[src/rtl/input_conditioner.sv]
// rtl/input_conditioner.sv - per-channel synchronizer, debouncer and press/release edge detector
module input_conditioner #(
  parameter int width_p           = 3,
  parameter int sync_depth_p      = 2,
  parameter int debounce_cycles_p = 250000,
  parameter int active_low_p      = 0
) (
  input  logic               clk_i,
  input  logic               reset_i,
  input  logic [width_p-1:0] raw_i,
  output logic [width_p-1:0] level_o,
  output logic [width_p-1:0] press_o,
  output logic [width_p-1:0] release_o
);

  // Refuse to build with parameter values the datapath cannot honour.
  if (width_p < 1 || sync_depth_p < 2 || debounce_cycles_p < 1 ||
      (active_low_p != 0 && active_low_p != 1)) begin : g_bad_param
    $error("input_conditioner: illegal parameter value");
  end

  localparam int cnt_w_p = $clog2(debounce_cycles_p + 1);
  localparam logic [cnt_w_p-1:0] cnt_last_p = cnt_w_p'(debounce_cycles_p - 1);
  // Raw level meaning "not asserted"; XOR with it also normalises polarity.
  localparam logic [width_p-1:0] inactive_p =
    (active_low_p != 0) ? {width_p{1'b1}} : {width_p{1'b0}};

  logic [sync_depth_p-1:0][width_p-1:0] sync_q;
  logic [width_p-1:0]                   norm;

  // Plain flop chain per channel; reset parks it at the inactive raw level.
  always_ff @(posedge clk_i) begin
    if (reset_i) begin
      sync_q <= {sync_depth_p{inactive_p}};
    end else begin
      sync_q <= {sync_q[sync_depth_p-2:0], raw_i};
    end
  end

  assign norm = sync_q[sync_depth_p-1] ^ inactive_p;

  for (genvar i = 0; i < width_p; i++) begin : g_ch
    logic               stable_q;
    logic               press_q;
    logic               release_q;
    logic [cnt_w_p-1:0] cnt_q;

    // Count consecutive disagreeing cycles; commit and pulse on the last one.
    always_ff @(posedge clk_i) begin
      if (reset_i) begin
        stable_q  <= 1'b0;
        cnt_q     <= '0;
        press_q   <= 1'b0;
        release_q <= 1'b0;
      end else if (norm[i] == stable_q) begin
        cnt_q     <= '0;
        press_q   <= 1'b0;
        release_q <= 1'b0;
      end else if (cnt_q == cnt_last_p) begin
        stable_q  <= norm[i];
        cnt_q     <= '0;
        press_q   <= norm[i];
        release_q <= ~norm[i];
      end else begin
        cnt_q     <= cnt_q + cnt_w_p'(1);
        press_q   <= 1'b0;
        release_q <= 1'b0;
      end
    end

    assign level_o[i]   = stable_q;
    assign press_o[i]   = press_q;
    assign release_o[i] = release_q;
  end

endmodule

[config.mk]
export PLATFORM = sky130hd
export DESIGN_NAME = input_conditioner
export DESIGN_NICKNAME = d
export VERILOG_FILES = /design/src/rtl/input_conditioner.sv
export SDC_FILE = /design/constraint.sdc
export NUM_CORES = 1
export LEC_CHECK = 0
export BUFFER_PORTS_ARGS = -buffer_cell sky130_fd_sc_hd__buf_2
export CAP_MARGIN = 20
export CORE_MARGIN = 2
export CORE_UTILIZATION = 40
export CTS_CLUSTER_DIAMETER = 200
export DETAILED_ROUTE_END_ITERATION = 10
export GPL_ROUTABILITY_DRIVEN = 0
export GPL_TIMING_DRIVEN = 0
export HOLD_SLACK_MARGIN = 0.1
export PLACE_DENSITY = 0.64
export SETUP_SLACK_MARGIN = 0.5
export SLEW_MARGIN = 20
export SYNTH_ARGS = -nofsm -noshare
export SYNTH_HDL_FRONTEND = slang
export SYNTH_SLANG_ARGS = --single-unit
[constraint.sdc]
create_clock -name clk_i -period 2.7 [get_ports clk_i]
set_clock_uncertainty 0.2 [all_clocks]
set_input_delay 0.54 -clock clk_i [delete_from_list [all_inputs] [get_ports clk_i]]
set_output_delay 0.54 -clock clk_i [all_outputs]
set_load 0.005 [all_outputs]
==> metrics, run 1 <==
minimum setup slack after placement=0.436 ns; Die Footprint=8480 µm²; Max Transition Viols Final=0; global route overflow=0; overall fraction of global-route tracks in use=14.4%; worst hold path endpoint=sync_q[0]; summed area of non-filler cells in the final layout=3550 µm²; number of DRC violations after detailed routing=0; result of the run=finished, final reports clean; Boundary Pins=14; leading cell type by number of instances after synthesis=dfxtp_1; family of cells with the greatest summed delay on the critical path=simple AND/OR/NAND/NOR gates; Crit path arrival time=2.13 ns; Synth-to-Final Area Change=14.4%; maximum cell stage delay along the critical path=0.53 ns; launching point of the worst reg2reg path=g_ch[1].cnt_q[0]; power density over cell area=537 nW/µm²; Placement Cell Area=3300 µm²; met2 layer wire length in the routed design=2500 µm; DP Wirelength=3950 µm; antenna diode count=0; total of flip-flops plus latches after synthesis=69; TritonCTS clock tree=built; cell taking the most area after synthesis=dfxtp_1; buffer and inverter count on the worst path=1; final number of hold-violating endpoints=0; worst path cell trace=ha_2, nand3_1, or4_4, o21ai_4, buf_4, nor2_1; starting density of the core=40.8%; synthesized net count=343; largest cells by area after synthesis=dfxtp_1 44%, xnor2_1 8.7%, nor2_1 5.4%; capture point of the worst reg-to-reg path=g_ch[1].cnt_q[12]; max-cap violation count=0; global-route wire length before repair=9770 µm; largest net degree at the start of global routing=12; Max Clk Rate=0.476 GHz; number of H-tree branching levels=3; area of the mapped netlist=3110 µm²; Post-synth EDFFs=0; Sinks on Clock Net=69; number of antenna-violating nets in the routed design=0; count of mapped cells out of synthesis=335; length of routed wiring on met1=2820 µm; Worst setup SP type=flip-flop; Detailed Routing Iterations Pass 1=4; unrepaired setup endpoints after global routing=yes; Top FF cell, synth=dfxtp_1; number of hold-repair buffers added at the cts stage=0; Post-synth top cells=69 x dfxtp_1, 45 x nor2_1, 31 x xnor2_1; min-delay worst type=in2reg; Max-Slew Margin vs Limit=63.9%; final setup slack of the worst path=0.599 ns; number of DRC markers in iteration 0=79; Final Routed Wirelength=5610 µm; number of fill cells=730; depth of the worst hold-timing path=2; Lkg Pwr=1.10 nW; FF-to-FF path depth=6; post-synthesis average cell area=9.27 µm²; Critical-path top delay cell=or4_4; average wire length per cell after detail routing=12.0 µm; clock latency of the later-clocked register in the worst-skew pair=0.35 ns; via count of the first global-routing pass=2186; highest metal layer with signal wires=met4; endpoint required time on the critical path=2.73 ns; Clock transition at path regs=0.07 ns; largest buffer count on any clock path=2; detail-routed via count per cell=5.04; Setup Total Neg Slack=0 ns; setup slack on the worst flop-to-flop path=0.60 ns; area inside the core boundary=7610 µm²; number of buffers created by CTS=9; share of the cycle needed by the critical path after routing=77.8%; CP endpoint kind=flip-flop; number of nets in the layout=371; Max Fanout on Critical Path=10; count of synthesis-stage warnings from yosys=0; antenna violations before repair=0; worst-margin pin slew=0.540 ns; peak supply drop=0.302 mV; Hold Startpoint=raw_i[0]; type of the setup path with the least slack=reg2reg; width of the chip=92.1 µm; Yosys top cell area share=44.5%; number of standard-cell rows in the floorplan=32; final worst path period need=2.10 ns; unique cell type count in the Yosys netlist=38; Die Span Y=92.1 µm; sum of met3 wire segment lengths after detailed routing=191 µm; post-synthesis async set-or-reset flop share=0%; Clock Root Buffer=clkbuf_8; total setup violations reported at the end of the flow=0; Port Buffers=13; fraction of the yosys area taken by sequential cells=44.5%; via count of the routed design=2364; fraction of final layout cells with drive strength greater than 1=19.9%
==> area by class of cell <==
class,count,area [µm²],share of cell area [%]
multi-input combinational,242,1600,45.1
sequential,69,1380,38.9
clock buffer,11,151,4.26
tap,102,128,3.59
buffer,18,124,3.49
timing repair buffer,17,95.1,2.68
clock inverter,4,47.5,1.34
inverter,6,22.5,0.634
==> worst max path at each step <==
stage	start	end	slack [ns]	depth (start not counted)
after floorplan	g_ch[1].cnt_q[0]	g_ch[1].cnt_q[16]	0.70	6
after global placement	g_ch[1].cnt_q[0]	g_ch[1].cnt_q[14]	0.45	6
after detailed placement	g_ch[1].cnt_q[0]	g_ch[1].cnt_q[12]	0.44	6
after CTS	g_ch[1].cnt_q[0]	g_ch[1].cnt_q[12]	0.50	6
after global routing	g_ch[1].cnt_q[0]	g_ch[1].cnt_q[14]	0.47	6
final	g_ch[1].cnt_q[0]	g_ch[1].cnt_q[12]	0.60	6
==> per-layer routing <==
layer  vias up  track usage, %
met4         0            6.72
met2        35            22.4
met1      1099            18.3
met3         7            4.27
li1       1223               -
met5         -               0
==> power by group <==
| group | internal [mW] | switching, mW | total [mW] | leakage [nW] |
|---|---|---|---|---|
| clock network | 0.469 | 0.382 | 0.851 | 0.101 |
| logic | 0.0130 | 0.0167 | 0.0297 | 0.437 |
| registers | 1.02 | 0.00314 | 1.03 | 0.557 |
==> per-stage QoR <==
| step | cells | hold WS (ns) | utilization [%] | power [mW] |
|---|---|---|---|---|
| 2_1_floorplan | 335 | 0.214 | - | 1.07 |
| 3_3_place_gp | 450 | 0.216 | 43.4 | 1.08 |
| 3_5_place_dp | 450 | 0.223 | 43.4 | 1.08 |
| 4_1_cts | 465 | 0.209 | 46.1 | 1.93 |
| 5_1_grt | 469 | 0.233 | 46.7 | 1.97 |
| 6_report | 469 | 0.216 | 46.7 | 1.91 |
==> registers in the layout, indices dropped and copies added, names as in the netlist <==
register        flops
g_ch.press_q        3
sync_q              3
g_ch.stable_q       3
norm                3
g_ch.cnt_q         54
g_ch.release_q      3
==> placed cells by master (no fill, tap or decap), drive strengths merged, types with 8 or more instances in the layout <==
master and instances:
a21oi 9, nor3 14, xnor2 31, xor2 11
nand3 19, nor2 55, nor2b 8, nand2b 12
nand4 16, nor4 14, clkbuf 14, buf 32
nand2 14, dfxtp 69
==> cell families (layout without fill, tap and decap cells) <==
logic type	count (synthesis)	count (layout)	share of synthesized area [%]
simple gates	175	175	31.8
flops	69	69	44.5
xor+xnor	42	42	11.8
buf+inv	24	56	4.71
compound gates	20	20	5.28
fa+ha+maj	3	3	1.21
mux	2	2	0.645
==> timing repair <==
item                                    CTS  global route
setup buffers                             0             4
resized for setup                         1             5
pin swaps                                 1             2
endpoints found under the setup margin   10            32
Power figures use the tool's default switching activity.
==> run 2, diff against run 1 <==
- clock period: 2.7 -> 1.94 ns (I/O delays scaled with it)
==> run 2 against run 1 <==
Effect of this change: final area up 18%; sequential power up 37%; sequential share of layout area down 4.4 points; critical path depth unchanged; largest cell class unchanged; routed wire length up 15%; sequential cell count unchanged; die area unchanged; clock power up 47%; largest power group unchanged; power up 43%; combinational power up 110%; core utilization up 8.5 points.
==> metrics, run 2 (synthesis results as in run 1) <==
total setup violations reported at the end of the flow=0 (unchanged); number of DRC violations after detailed routing=0 (unchanged); timing startpoint of the critical path=g_ch[1].cnt_q[0] (unchanged); share of the cycle needed by the critical path after routing=96.8% (was 77.8%); via count of the first global-routing pass=2277 (was 2186); TritonCTS clock tree=built (unchanged); global route overflow=0 (unchanged); number of DRC markers in iteration 0=69 (was 79); Crit path arrival time=1.92 ns (was 2.13 ns); number of antenna-violating nets in the routed design=0 (unchanged); antenna diode count=0 (unchanged); result of the run=finished, final reports clean (unchanged); Die Span Y=92.1 µm (unchanged); antenna violations before repair=0 (unchanged); FF-to-FF path depth=6 (unchanged); overall fraction of global-route tracks in use=15.5% (was 14.4%); final number of hold-violating endpoints=0 (unchanged); Max Fanout on Critical Path=5 (was 10); starting density of the core=40.8% (unchanged); largest net degree at the start of global routing=14 (was 12); Lkg Pwr=1.29 nW (was 1.10 nW); Clock Root Buffer=clkbuf_8 (unchanged); average wire length per cell after detail routing=13.0 µm (was 12.0 µm); type of the setup path with the least slack=reg2reg (unchanged); worst-margin pin slew=0.538 ns (was 0.540 ns); setup slack on the worst flop-to-flop path=0.06 ns (was 0.60 ns); Die Footprint=8480 µm² (unchanged); number of fill cells=654 (was 730); Max Clk Rate=0.532 GHz (was 0.476 GHz); DP Wirelength=3920 µm (was 3950 µm); number of flip-flops under the largest register name=54 (unchanged); cell total after placement=450 (unchanged); core utilization of the finished layout=55.2% (was 46.7%); detail-routed via count per cell=5.08 (was 5.04); launching point of the worst reg2reg path=g_ch[1].cnt_q[0] (unchanged); commonest non-fill, non-tap cells in the layout=37 x dfxtp_1, 31 x xnor2_1, 26 x nor2_1 (was 68 x dfxtp_1, 45 x nor2_1, 31 x xnor2_1); via count of the routed design=2508 (was 2364); Detailed Routing Iterations Pass 1=4 (unchanged); Top reg by flops=g_ch.cnt_q (unchanged); Sinks on Clock Net=69 (unchanged); Clock transition at path regs=0.08 ns (was 0.07 ns); final setup slack of the worst path=0.0618 ns (was 0.599 ns); clock latency of the later-clocked register in the worst-skew pair=0.35 ns (about the same); largest buffer count on any clock path=2 (unchanged); worst hold path endpoint=norm[2] (was sync_q[0]); Boundary Pins=14 (unchanged); capture point of the worst reg-to-reg path=g_ch[1].cnt_q[9] (was g_ch[1].cnt_q[12]); min-delay worst type=reg2reg (was in2reg); CP endpoint kind=flip-flop (unchanged); final worst path period need=1.88 ns (was 2.10 ns); depth of the worst hold-timing path=1 (was 2); number of nets in the layout=395 (was 371); Max-Slew Margin vs Limit=64.1% (was 63.9%); number of cells in the finished layout apart from fillers=494 (was 469); area inside the core boundary=7610 µm² (unchanged); power density over cell area=650 nW/µm² (was 537 nW/µm²); Hold Startpoint=sync_q[2] (was raw_i[0]); unrepaired setup endpoints after global routing=yes (unchanged); global-route wire length before repair=10500 µm (was 9770 µm); Final Routed Wirelength=6420 µm (was 5610 µm); peak supply drop=0.420 mV (was 0.302 mV); most common cell after layout, fill and taps aside=dfxtp_1 (unchanged); Port Buffers=13 (unchanged); max-cap violation count=0 (unchanged); Worst setup SP type=flip-flop (unchanged); Max Transition Viols Final=0 (unchanged); width of the chip=92.1 µm (unchanged); endpoint required time on the critical path=1.99 ns (was 2.73 ns); minimum setup slack after placement=-0.0768 ns (was 0.436 ns); number of H-tree branching levels=3 (unchanged); Synth-to-Final Area Change=35.2% (was 14.4%); number of standard-cell rows in the floorplan=32 (unchanged); fraction of final layout cells with drive strength greater than 1=42.9% (was 19.9%); number of buffers created by CTS=9 (unchanged)
[run 2: changes by cell type in the layout (fill, tap and decap cells not counted), sizes merged]
cell,delta
buf,+20
dlygate4sd3,+3
clkinv,+1
inv,+1
[run 2: what timing repair did]
action	in CTS	in global routing
gates resized for setup	46	48
hold endpoints to repair	3	0
buffers inserted	13	10
hold buffers	3	0
setup endpoints to repair	72	72
cloned	2	0
pin swaps	17	14
[run 2: how the worst max path moves through the flow]
stage / depth (start not counted) / endpoint / slack [ns]
global route: 6 / g_ch[1].cnt_q[12] / -0.002
finish: 6 / g_ch[1].cnt_q[9] / 0.06
detailed placement: 5 / g_ch[2].cnt_q[2] / -0.08
global placement: 5 / g_ch[2].cnt_q[14] / -0.07
floorplan: 6 / g_ch[1].cnt_q[0] / 0.12
CTS: 6 / g_ch[1].cnt_q[16] / 0.05
[run 2: report_power, final]
part           total (mW)  internal, mW  leakage, nW  switching (mW)
clock network        1.25         0.678        0.108           0.577
logic              0.0636        0.0322        0.604          0.0314
registers            1.41          1.41        0.577         0.00479
total                2.73          2.12         1.29           0.613
[run 2: stage by stage]
stage | TNS (ns) | power (mW) | cell area (µm²) | hold slack [ns]
after detailed placement | -1.12 | 1.49 | 3450 | 0.226
after floorplan | 0 | 1.48 | 3260 | 0.212
after global placement | -0.895 | 1.49 | 3450 | 0.215
final | 0 | 2.73 | 4200 | 0.241
after CTS | 0 | 2.77 | 3970 | 0.237
after global routing | -0.00163 | 2.83 | 4200 | 0.238
[run 2: cell type report]
class | count | area [µm²] | share of cell area (%)
timing repair buffer | 41 | 377 | 8.97
multi-input combinational | 242 | 1830 | 43.7
tap | 102 | 128 | 3.04
sequential | 69 | 1450 | 34.5
buffer | 18 | 171 | 4.08
clock inverter | 6 | 68.8 | 1.64
inverter | 6 | 22.5 | 0.536
clock buffer | 10 | 149 | 3.55
[run 2: worst max-delay path: stages (launching register included)]
cell and delay (ns):
dfxtp_4 0.37, ha_4 0.14, nand3_2 0.08, or4_4 0.53
o21ai_4 0.24, buf_6 0.17, nor2_1 0.04
[run 2: layer usage]
metal | vias to the layer above | global-route usage (%) | share of wire [%]
met5 | - | 0 | 0
met4 | 0 | 4.85 | 0.98
met3 | 6 | 5.75 | 2.8
met2 | 25 | 25.2 | 50
met1 | 1204 | 19.2 | 47
li1 | 1273 | - | -
